`src/rtl/uart_resp_transmitter.sv`:
```
// Serializes one 5-byte response frame (cmd, addr LSB/MSB, data LSB/MSB) per
// valid/ready handshake as back-to-back 8N1 bytes at a 16x oversampled baud.
module uart_resp_transmitter #(
   parameter int DVSR    = 22,
   parameter int SB_TICK = 16
) (
   input  logic        clk,
   input  logic        reset,
   input  logic        rsp_valid,
   output logic        rsp_ready,
   input  logic [7:0]  rsp_cmd,
   input  logic [15:0] rsp_addr,
   input  logic [15:0] rsp_data,
   output logic        tx,
   output logic        busy,
   output logic        frame_done
);
   // DVSR=1 would give a zero-width divider; stop ticks beyond 16 need a wider counter.
   localparam int DW = (DVSR > 1) ? $clog2(DVSR) : 1;
   localparam int TW = (SB_TICK > 16) ? $clog2(SB_TICK) : 4;
   localparam logic [DW-1:0] DIV_LAST  = DW'(DVSR - 1);
   localparam logic [TW-1:0] TICK_LAST = TW'(15);
   localparam logic [TW-1:0] STOP_LAST = TW'(SB_TICK - 1);

   typedef enum logic [1:0] {IDLE, START, DATA, STOP} state_t;

   state_t        state_q;
   logic [DW-1:0] div_q, div_d;
   logic          os_tick;
   logic [TW-1:0] tick_q;
   logic [2:0]    bit_q;
   logic [2:0]    byte_q;
   logic [7:0]    frame_q [5];
   logic [7:0]    cur_byte;
   logic          tx_q, ready_q, done_q;

   always_comb begin
      os_tick = (div_q == DIV_LAST);
      div_d   = os_tick ? '0 : div_q + DW'(1);
   end

   always_comb begin
      cur_byte = frame_q[0];
      case (byte_q)
         3'd1:    cur_byte = frame_q[1];
         3'd2:    cur_byte = frame_q[2];
         3'd3:    cur_byte = frame_q[3];
         3'd4:    cur_byte = frame_q[4];
         default: cur_byte = frame_q[0];
      endcase
   end

   always_ff @(posedge clk) begin
      if (reset) begin
         state_q <= IDLE;
         div_q   <= '0;
         tick_q  <= '0;
         bit_q   <= '0;
         byte_q  <= '0;
         tx_q    <= 1'b1;
         ready_q <= 1'b1;
         done_q  <= 1'b0;
      end else begin
         done_q <= 1'b0;
         if (state_q != IDLE) div_q <= div_d;
         case (state_q)
            IDLE: begin
               if (rsp_valid) begin
                  frame_q[0] <= rsp_cmd;
                  frame_q[1] <= rsp_addr[7:0];
                  frame_q[2] <= rsp_addr[15:8];
                  frame_q[3] <= rsp_data[7:0];
                  frame_q[4] <= rsp_data[15:8];
                  div_q      <= '0;
                  tick_q     <= '0;
                  bit_q      <= '0;
                  byte_q     <= '0;
                  tx_q       <= 1'b0;
                  ready_q    <= 1'b0;
                  state_q    <= START;
               end
            end
            START: begin
               if (os_tick) begin
                  if (tick_q == TICK_LAST) begin
                     tick_q  <= '0;
                     bit_q   <= '0;
                     tx_q    <= cur_byte[0];
                     state_q <= DATA;
                  end else begin
                     tick_q <= tick_q + TW'(1);
                  end
               end
            end
            DATA: begin
               if (os_tick) begin
                  if (tick_q == TICK_LAST) begin
                     tick_q <= '0;
                     if (bit_q == 3'd7) begin
                        tx_q    <= 1'b1;
                        state_q <= STOP;
                     end else begin
                        bit_q <= bit_q + 3'd1;
                        tx_q  <= cur_byte[bit_q + 3'd1];
                     end
                  end else begin
                     tick_q <= tick_q + TW'(1);
                  end
               end
            end
            STOP: begin
               if (os_tick) begin
                  if (tick_q == STOP_LAST) begin
                     tick_q <= '0;
                     // Next start bit follows the stop bit with no gap.
                     if (byte_q == 3'd4) begin
                        ready_q <= 1'b1;
                        done_q  <= 1'b1;
                        state_q <= IDLE;
                     end else begin
                        byte_q  <= byte_q + 3'd1;
                        tx_q    <= 1'b0;
                        state_q <= START;
                     end
                  end else begin
                     tick_q <= tick_q + TW'(1);
                  end
               end
            end
            default: state_q <= IDLE;
         endcase
      end
   end

   assign tx         = tx_q;
   assign rsp_ready  = ready_q;
   assign busy       = ~ready_q;
   assign frame_done = done_q;

endmodule
```
`config.mk`:
```
export PLATFORM = sky130hd
export DESIGN_NAME = uart_resp_transmitter
export DESIGN_NICKNAME = d
export VERILOG_FILES = /design/src/rtl/uart_resp_transmitter.sv
export SDC_FILE = /design/constraint.sdc
export NUM_CORES = 1
export LEC_CHECK = 0
export CORE_MARGIN = 5
export CORE_UTILIZATION = 25
export DETAILED_ROUTE_END_ITERATION = 7
export GPL_TIMING_DRIVEN = 1
export PLACE_DENSITY = 0.43
export SYNTH_ARGS = -nofsm -noshare
export SYNTH_HDL_FRONTEND = slang
export SYNTH_SLANG_ARGS = --single-unit
```
`constraint.sdc`:
```
create_clock -name clk -period 6.85 [get_ports clk]
set_input_delay 1.37 -clock clk [delete_from_list [all_inputs] [get_ports clk]]
set_output_delay 1.37 -clock clk [all_outputs]
set_load 0.05 [all_outputs]
```
Word-level counts from Yosys, hierarchy flattened
Memory sizes are Yosys's and may differ from the RTL's.
Cells that the tools add are included.
{"block": "op_classes", "mux": 51, "n_eq_ne": 22, "n_shift": 0, "magnitude_cmp": 1, "addsub": 4, "n_mul": 0, "n_bitwise": 4, "div_mod_pow": 0, "reduce_logical": 12}
{"op": "$pmux W8 S4", "n": 1}
{"op": "$mux W3", "n": 9}
{"op": "$ne A2 B2 Y1 const B", "n": 11}
{"op": "$mux W5", "n": 4}
{"op": "$mux W1", "n": 19}
{"op": "$mux W2", "n": 8}
{"op": "$reduce_and A8 Y1", "n": 2}
{"op": "$mux W4", "n": 3}
{"op": "$reduce_and A5 Y1", "n": 2}
{"op": "$pmux W3 S3", "n": 1}
{"op": "$pmux W2 S4", "n": 1}
{"op": "$pmux W4 S2", "n": 1}
{"op": "$reduce_and A7 Y1", "n": 1}
{"op": "$add A3 B1 Y3 const B", "n": 2}
{"op": "$eq A3 B2 Y1 const B", "n": 2}
{"op": "$eq A3 B3 Y1 const B", "n": 2}
{"op": "$pmux W3 S2", "n": 1}
{"op": "$add A5 B1 Y5 const B", "n": 1}
{"op": "$eq A5 B5 Y1 const B", "n": 1}
{"op": "$add A4 B1 Y4 const B", "n": 1}
{"op": "$eq A2 B2 Y1 const B", "n": 2}
{"op": "$eq A4 B4 Y1 const B", "n": 1}
{"op": "$lt A3 B4 Y1 const B", "n": 1}
{"op": "$not A1 Y1", "n": 4}
{"op": "other kinds (12)", "n": 13}
{"block": "word_totals", "reg_bits": 20, "romBits": 0, "out_inout_bits": 4, "memories": 1, "mem_bits_rw": 40, "latchBits": 0}
{"memory": "frame_q", "depth": 5, "width": 8, "rd": 5, "rd_clocked_by_memory_dff": 0, "write_ports": 5, "line_no": "33", "source": "logic [7:0] frame_q [5];"}

Depth between registers and ports, before layout
Gate-level depths: netlist of the first run.
{"block": "logic_depth", "word_depth": 8, "ltp_mapped": 9, "mapped_depth_nobuf": 8}

Worst setup path before layout of the first run
Ideal clock, no wire load.
{"block": "synth_timing", "path_type": "in2reg", "from": "input reset", "to": "memory frame_q[0][0], enable pin", "t_arrival_ps": 3277, "setup_time_ps": 437, "cell_stages": 2, "path_slack_ps": 3136, "cell_sequence": "clkbuf_1 > nor2_1"}
{"item": "from (decl)", "line_no": "8", "source": "input logic reset,"}
{"item": "to (decl)", "line_no": "33"}

==> impl_metrics.tcl, run 1 <==
set metrics [dict create \
    outcome "finished clean" \
    power_density_nw_per_um2 309 \
    setup_tns_ns 0 \
    ioPinCount 47 \
    grt_max_degree 41 \
    yosysSeqAreaShare_pct 58.5 \
    post_cts_resized 0 \
    grt_pass1_wl_um 10500 \
    cpLargestDelayFamily "simple AND/OR/NAND/NOR gates" \
    cp_data_arrival_time_ns 3.32 \
    holdPathStages 2 \
    netlist.area_leader.share_pct 43.9 \
    cts_tree "done" \
    syn_area_sq_um 2740 \
    ir_drop_mv 0.0895 \
    yosys.area.top_type "edfxtp_1" \
    drt_iter0_markers 91 \
    tightest_slew_ns 1.12 \
    cp-end-kind "flop" \
    die_y_um 115 \
    synth_enable_flop_cells 40 \
    worstRegToRegCells 4 \
    yosys-top-cells-area "edfxtp_1, dfxtp_1, ha_1" \
    drv_slew 0 \
    hp-start "bit_q[2]" \
    post-cts-setup-buffers 0 \
    die_x_um 115 \
    num_rows 38 \
    max_stage_delay_ns 1.06 \
    clk-insertion-delay-late_ns 0.34 \
    synth.avg_cell_area_sq_um 11.5 \
    antenna_cells 0 \
    syn_nets 295 \
    gp_congestion 0.695 \
    area_growth_pct 29.0 \
    place.port_buffers 46 \
    fin_crit_ns 3.36 \
    critical_path_class "in2reg" \
    hold_class "reg2reg" \
    cts_hold_buf 0 \
    cts-htree-levels 3 \
    cts_num_sinks 60 \
    cts_buffers 9 \
    fillers 1111 \
    synth_cells 238 \
    async_flop_share_pct 0 \
    p_leak_uw 0.00120 \
    synth_ff_type "edfxtp_1" \
    nets 341 \
    clock-skew-final_ns 0.00904 \
    via_per_inst 4.58 \
    period_share_pct 49.0 \
    crit_chain "clkdlybuf4s50_1 -> nor2_4" \
    hold_viol_final 0 \
    slowest_stage "nor2_4" \
    dieArea_sq_um 13100 \
    worstPathRequired_ns 6.81 \
    cts.reportedPaths.clkPinSlew_ns 0.07 \
    rr_startpoint "state_q[0]" \
    clockBufferDepth 2 \
    path_max_fanout 40 \
    cap_viol_max_count 0 \
    path_buf_inv 1 \
    initial_utilization_pct 25.4 \
    ys_seq_elements 60 \
    antenna_left 0 \
    relSlewSlack_pct 25.0 \
    power_uw 1090 \
    first_global_vias 2105 \
    groute.usage.overall_pct 10.4 \
    rsz0062_at_grt "no" \
    core-area_sq_um 10800 \
    antenna_found_initial 0 \
    clockRootBuffer "clkbuf_8" \
    whs_ns 0.472 \
    via_count 1965 \
    dp_hpwl_um 4620 \
    start_kind "input pin" \
    fmax_mhz 298 \
    wl_um 6360 \
    holdPathEnd "bit_q[2]" \
    synthDistinctLibCells 50 \
    finalSetupViolCount 0 \
    grt_overflow 0 \
    reg2reg_slack_ns 4.39 \
    layout-drive-gt1-share_pct 7.61 \
    wire_per_inst_um 14.8 \
    r2r-end "frame_q[0][8]" \
    drc_errors 0 \
    yosysWarnings 0 \
    first_pass_iters 4 \
]
## cell families after synthesis
| kind of cell | count (synthesis) | synth area share (%) |
|---|---|---|
| adder cells (fa/ha/maj) | 14 | 6.40 |
| AND/OR/NAND/NOR | 73 | 13.8 |
| buffers and inverters | 20 | 3.02 |
| multiplexers | 2 | 0.731 |
| flip-flops | 60 | 58.5 |
| XOR/XNOR | 1 | 0.320 |
| AO/OA/AOI/OAI | 68 | 17.2 |
## report_power, final
group	internal (uW)	leakage, uW	switching [uW]
Sequential	443	0.000533	25.0
Combinational	115	0.000576	184
Clock	170	0.0000958	153
## registers in the layout, indices dropped and copies added, names as in the netlist
register	count
frame_done	1
byte_q	3
bit_q	3
state_q	2
tick_q	4
tx	1
div_q	5
frame_q	40
rsp_ready	1
## stage by stage
stage	worst slack, ns	cell area [sq um]	cells	util [%]
final	3.49	3530	429	32.7
after detailed placement	3.01	3330	413	30.9
after global placement	3.07	3330	413	30.9
after CTS	3.42	3530	429	32.7
after floorplan	3.14	2740	238	-
after global routing	3.33	3530	429	32.7
## final cells by class
class	count	area [sq um]	share of cell area (%)
sequential	60	1600	45.3
multi-input combinational	158	1060	30.0
timing repair buffer	46	460	13.0
tap	140	175	4.96
clock buffer	9	124	3.51
clock inverter	7	76.3	2.16
inverter	9	33.8	0.956
## placed cells by master, fill, tap and decap left out, drive strengths merged, types with 9 or more instances in the layout
master,Yosys,routed
edfxtp,40,40
ha,14,14
a22oi,12,12
nor2,25,25
nand2,14,14
o21ai,13,13
clkbuf,8,9
clkdlybuf4s50,0,46
a21oi,16,16
inv,9,10
dfxtp,20,20
## layer usage
layer,GRT usage [%],wire length (um),up-vias
met4,5.62,119,0
met5,0,0,-
met2,16.1,2980,39
li1,-,-,996
met1,13.4,3010,920
met3,2.33,251,10
## cell usage after synthesis, types with 3 or more instances
master    instances
edfxtp_1         40
nor2b_1           3
nand2b_1          6
a22o_1            5
nand2_1          14
dfxtp_1          20
a221oi_1          4
ha_1             14
nor2_1           25
a21oi_1          16
nand4_1           3
clkbuf_1          8
nand3_1           3
nor3_1            3
a22oi_1          12
o21ai_0          11
inv_1             9
## how the worst max path moves through the flow
stage               startpoint              to  slack (ns)  depth (start not counted)
finish                   reset   frame_q[0][8]        3.49                          2
detailed placement       reset  frame_q[0][12]        3.01                          2
CTS                      reset  frame_q[0][17]        3.42                          2
floorplan                reset   frame_q[0][0]        3.14                          2
global route             reset   frame_q[0][5]        3.33                          2
global placement         reset  frame_q[0][17]        3.07                          2
Power figures use the tool's default switching activity.
==> run 2, diff against run 1 <==
==> constraint.sdc (replaced) <==
create_clock -name clk -period 3.53 [get_ports clk]
set_input_delay 0.706 -clock clk [delete_from_list [all_inputs] [get_ports clk]]
set_output_delay 0.706 -clock clk [all_outputs]
set_load 0.05 [all_outputs]
==> run 2 against run 1 <==
Core utilization is essentially flat. Count of clock-buffer cells in the layout is the same. Die area is the same. Global-route usage is essentially flat. First-iteration DRC count grew 8.8%. Clock power grew 80%. Sequential power grew 94%. Cell count grew 0.47%. Flip-flop and latch count is the same. Critical endpoint is now busy.
==> impl_metrics.tcl, run 2 (synthesized netlist as in run 1, its figures left out) <==
set metrics [dict create \
    grt_overflow 0 \
    power_density_nw_per_um2 588 \
    cap_viol_max_count 0 \
    groute.usage.overall_pct 10.4 \
    outcome "finished clean" \
    cts_buffers 9 \
    clockRootBuffer "clkbuf_8" \
    place_area_sq_um 3350 \
    clockBufferDepth 2 \
    fmax_mhz 446 \
    antenna_cells 0 \
    hold_class "reg2reg" \
    postLayoutCellArea_sq_um 3530 \
    period_share_pct 63.6 \
    cp_data_arrival_time_ns 1.54 \
    largest_register "frame_q" \
    cts.reportedPaths.clkPinSlew_ns 0.08 \
    die_y_um 115 \
    ioPinCount 47 \
    rsz0062_at_grt "no" \
    via_count 1981 \
    grt_pass1_wl_um 10400 \
    critical_path_class "reg2out" \
    worstPathRequired_ns 2.82 \
    cts_tree "done" \
    grt_max_degree 41 \
    tightest_slew_ns 0.588 \
    drt_iter0_markers 99 \
    relSlewSlack_pct 60.4 \
    core-area_sq_um 10800 \
    dp_hpwl_um 4630 \
    hold_viol_final 0 \
    path_max_fanout 2 \
    cts-htree-levels 3 \
    antenna_left 0 \
    r2r-end "tx" \
    num_rows 38 \
    cts_num_sinks 60 \
    worstRegToRegCells 8 \
    gp_congestion 0.733 \
    largest_reg_flops 40 \
    cts_hold_buf 0 \
    post_cts_resized 0 \
    crit_path_start "rsp_ready" \
    ir_drop_mv 0.168 \
    clk-insertion-delay-late_ns 0.34 \
    first_pass_iters 4 \
    area_growth_pct 28.8 \
    post-cts-setup-buffers 0 \
    wire_per_inst_um 14.8 \
    clock-skew-final_ns 0.0108 \
    finalSetupViolCount 0 \
    initial_utilization_pct 25.4 \
    mostFrequentLayoutCell "clkdlybuf4s50_1" \
    mostFrequentLayoutCells "clkdlybuf4s50_1, edfxtp_1, nor2_1" \
    start_kind "flop" \
    reg_top3 "frame_q (40), div_q (5), tick_q (4)" \
    drc_errors 0 \
    setup_tns_ns 0 \
    layout-drive-gt1-share_pct 8.25 \
    drv_slew 0 \
    place.port_buffers 46 \
    antenna_found_initial 0 \
    dieArea_sq_um 13100 \
    nets 343 \
    via_per_inst 4.60 \
    wl_um 6390 \
    first_global_vias 2051 \
    die_x_um 115 \
    crit_end "busy" \
    rr_startpoint "byte_q[1]" \
    reg2reg_slack_ns 1.34 \
    cp-end-kind "output port" \
    p_leak_uw 0.00121 \
    fin_crit_ns 2.24 \
]
-- run 2: changes by cell type in the layout (fill, tap and decap cells not counted), sizes merged --
| cell | change |
|---|---|
| clkinv | -1 |
| buf | +2 |
| clkinvlp | -1 |
| bufinv | -1 |
| inv | +3 |
-- run 2: how the worst min path moves through the flow --
stage | startpoint | to | slack (ns) | cells past startpoint
finish | bit_q[1] | bit_q[1] | 0.47 | 2
CTS | bit_q[1] | bit_q[1] | 0.47 | 2
global placement | bit_q[1] | bit_q[1] | 0.46 | 2
floorplan | bit_q[1] | bit_q[1] | 0.44 | 2
detailed placement | bit_q[1] | bit_q[1] | 0.46 | 2
global route | bit_q[2] | bit_q[2] | 0.50 | 2
-- run 2: metal layers --
layer | vias up | GRT usage [%] | part of all wire, %
met2 | 43 | 16.1 | 47
met5 | - | 0 | 0
met1 | 922 | 13.6 | 48
li1 | 1006 | - | -
met3 | 10 | 2.38 | 3.2
met4 | 0 | 4.75 | 1.8
-- run 2: worst max-delay path, stage by stage, from the launching register on --
cell,delay (ns)
dfxtp_1,0.32
inv_1,0.07
clkdlybuf4s50_1,0.80
-- run 2: metrics by stage --
stage / worst slack, ns / std cells / utilization (%) / hold WS (ns) / power [uW]
CTS: 1.26 / 431 / 32.7 / 0.470 / 2110
global route: 1.11 / 431 / 32.7 / 0.504 / 2220
detailed placement: 1.08 / 415 / 31.0 / 0.457 / 1520
finish: 1.29 / 431 / 32.7 / 0.469 / 2070
floorplan: 0.294 / 238 / - / 0.436 / 1330
global placement: 1.13 / 415 / 31.0 / 0.456 / 1520
-- run 2: area by class of cell --
class / count / area (sq um)
clock buffers: 9 / 124
clock inverters: 7 / 56.3
fillers: 1098 / 7270
inverters: 9 / 33.8
multi-input cells: 158 / 1060
flip-flops and latches: 60 / 1600
well taps: 140 / 175
repair buffers: 48 / 475
-- run 2: where the power goes --
group / switching (uW) / leakage [uW] / internal [uW]
logic: 357 / 0.000586 / 227
registers: 51.4 / 0.000533 / 859
clock network: 316 / 0.0000910 / 264
==> run 3, diff against run 2 <==
==> constraint.sdc (replaced) <==
create_clock -name clk -period 2.3 [get_ports clk]
set_input_delay 0.46 -clock clk [delete_from_list [all_inputs] [get_ports clk]]
set_output_delay 0.46 -clock clk [all_outputs]
set_load 0.05 [all_outputs]
==> run 3 against run 2 <==
Core utilization increased by 0.83 points. Total power increased by 63%. Setup slack got worse by 1.1 ns. Combinational power increased by 64%. Via count increased by 2.0%. Register-to-register slack got worse by 1.2 ns. Clock power increased by 79%. Non-clock buffer count increased by 5. Die area unchanged. Cell count increased by 0.93%. Wire length increased by 0.67%. Largest power group unchanged.
==> impl_metrics.tcl, run 3 (synthesized netlist as in run 1, its figures left out) <==
set metrics [dict create \
    num_rows 38 \
    layout-drive-gt1-share_pct 10.5 \
    clockRootBuffer "clkbuf_8" \
    hp-start "bit_q[1]" \
    initial_utilization_pct 25.4 \
    final-instance-count-excl-fill 435 \
    antenna_left 0 \
    placed_cells 418 \
    r2r-end "byte_q[1]" \
    wire_per_inst_um 14.8 \
    ir_drop_mv 0.327 \
    power_density_nw_per_um2 937 \
    tightest_slew_ns 0.559 \
    dp_hpwl_um 4650 \
    worstPathRequired_ns 2.52 \
    worstRegToRegCells 8 \
    holdPathEnd "bit_q[1]" \
    hold_class "reg2reg" \
    grt_busiest_layer "met2" \
    first_pass_iters 7 \
    relSlewSlack_pct 62.4 \
    area_growth_pct 32.1 \
    largest_register "frame_q" \
    fillers 1094 \
    grt_overflow 0 \
    groute.usage.overall_pct 10.5 \
    grt_pass1_wl_um 10400 \
    mostFrequentLayoutCells "clkdlybuf4s50_1, edfxtp_1, nor2_1" \
    period_share_pct 92.7 \
    cts_num_sinks 60 \
    grt_use_met3_pct 3.28 \
    hold_viol_final 0 \
    first_global_vias 2035 \
    clockBufferDepth 2 \
    gp_congestion 0.755 \
    setup_slack_ns 0.168 \
    reg2reg_slack_ns 0.17 \
    nets 348 \
    cp-end-kind "flop" \
    cts_buffers 9 \
    clk-insertion-delay-late_ns 0.34 \
    grt_util_met2_pct 15.4 \
    cap_viol_max_count 0 \
    cp_data_arrival_time_ns 2.35 \
    antenna_cells 0 \
    clock-skew-final_ns 0.0116 \
    ioPinCount 47 \
    finalSetupViolCount 0 \
    rr_startpoint "div_q[0]" \
    pre_cts_ws_ns 0.130 \
    via_per_inst 4.65 \
    place.port_buffers 46 \
    reg_top3 "frame_q (40), div_q (5), tick_q (4)" \
    drv_slew 0 \
    die_x_um 115 \
    core-area_sq_um 10800 \
    start_kind "flop" \
    drt_iter0_markers 70 \
    die_y_um 115 \
    outcome "finished clean" \
    grt.met1_usage_pct 13.8 \
    largest_reg_flops 40 \
    cts_tree "done" \
    drc_errors 0 \
    cts.reportedPaths.clkPinSlew_ns 0.07 \
    cts-htree-levels 3 \
    holdPathStages 2 \
    fmax_mhz 469 \
    antenna_found_initial 0 \
    mostFrequentLayoutCell "clkdlybuf4s50_1" \
    place_area_sq_um 3380 \
    p_leak_uw 0.00125 \
    path_max_fanout 6 \
    grt_max_degree 41 \
    via_count 2021 \
    wl_um 6430 \
    postLayoutCellArea_sq_um 3620 \
    critical_path_class "reg2reg" \
    fin_crit_ns 2.13 \
    dieArea_sq_um 13100 \
]
[run 3: cell types whose count changed in the layout (fill, tap and decap cells not counted), sizes merged]
cell / previous run / this run
bufinv: 0 / 2
clkinv: 2 / 3
inv: 13 / 9
buf: 2 / 7
[run 3: final cells by class]
cell class                      instances  area (sq um)  area share, %
Sequential cell                        60          1600           44.3
Clock inverter                          6          90.1           2.49
Clock buffer                            9           124           3.42
Inverter                                9          33.8          0.934
Multi-Input combinational cell        158          1070           29.5
Timing Repair Buffer                   53           526           14.5
Tap cell                              140           175           4.84
[run 3: worst max-delay path, stage by stage, from the launching register on]
cell      delay (ns)
dfxtp_1         0.42
ha_1            0.19
nand4b_1        0.27
buf_4           0.25
nor3_1          0.14
o21ai_0         0.24
nand2b_1        0.25
a22oi_1         0.19
nor2_1          0.06
[run 3: per-layer routing]
metal,vias up,wire [um]
li1,1008,-
met1,950,3030
met2,54,2930
met3,9,331
met4,0,139
met5,-,0
[run 3: stage by stage]
stage	util, %	power (uW)	hold slack [ns]	setup TNS, ns
CTS	33.3	3450	0.469	0
detailed placement	31.3	2380	0.459	0
finish	33.5	3390	0.466	0
floorplan	-	2040	0.436	0
global placement	31.3	2380	0.460	0
global route	33.5	3610	0.489	-0.00925
[run 3: how the worst max path moves through the flow]
stage                          start       endpoint  slack [ns]  cells after the start
final                       div_q[0]      byte_q[1]        0.17                      8
after CTS                  byte_q[0]             tx        0.13                      8
after global placement     byte_q[1]             tx        0.14                      8
after detailed placement   byte_q[1]             tx        0.13                      8
after floorplan           state_q[0]  frame_q[0][0]        0.12                      6
after global routing        div_q[0]      byte_q[1]      -0.009                      8
[run 3: where the power goes]
part / internal [uW] / switching (uW) / total, uW / leakage [uW]
combinational: 383 / 573 / 955 / 0.000611
sequential: 1320 / 78.9 / 1400 / 0.000533
clock: 605 / 430 / 1040 / 0.000105
[run 3: what timing repair did]
action                     in CTS  in global routing
resized for setup               0                  4
buffers inserted                0                  2
hold buffers                    0                  0
setup endpoints to repair       0                  3
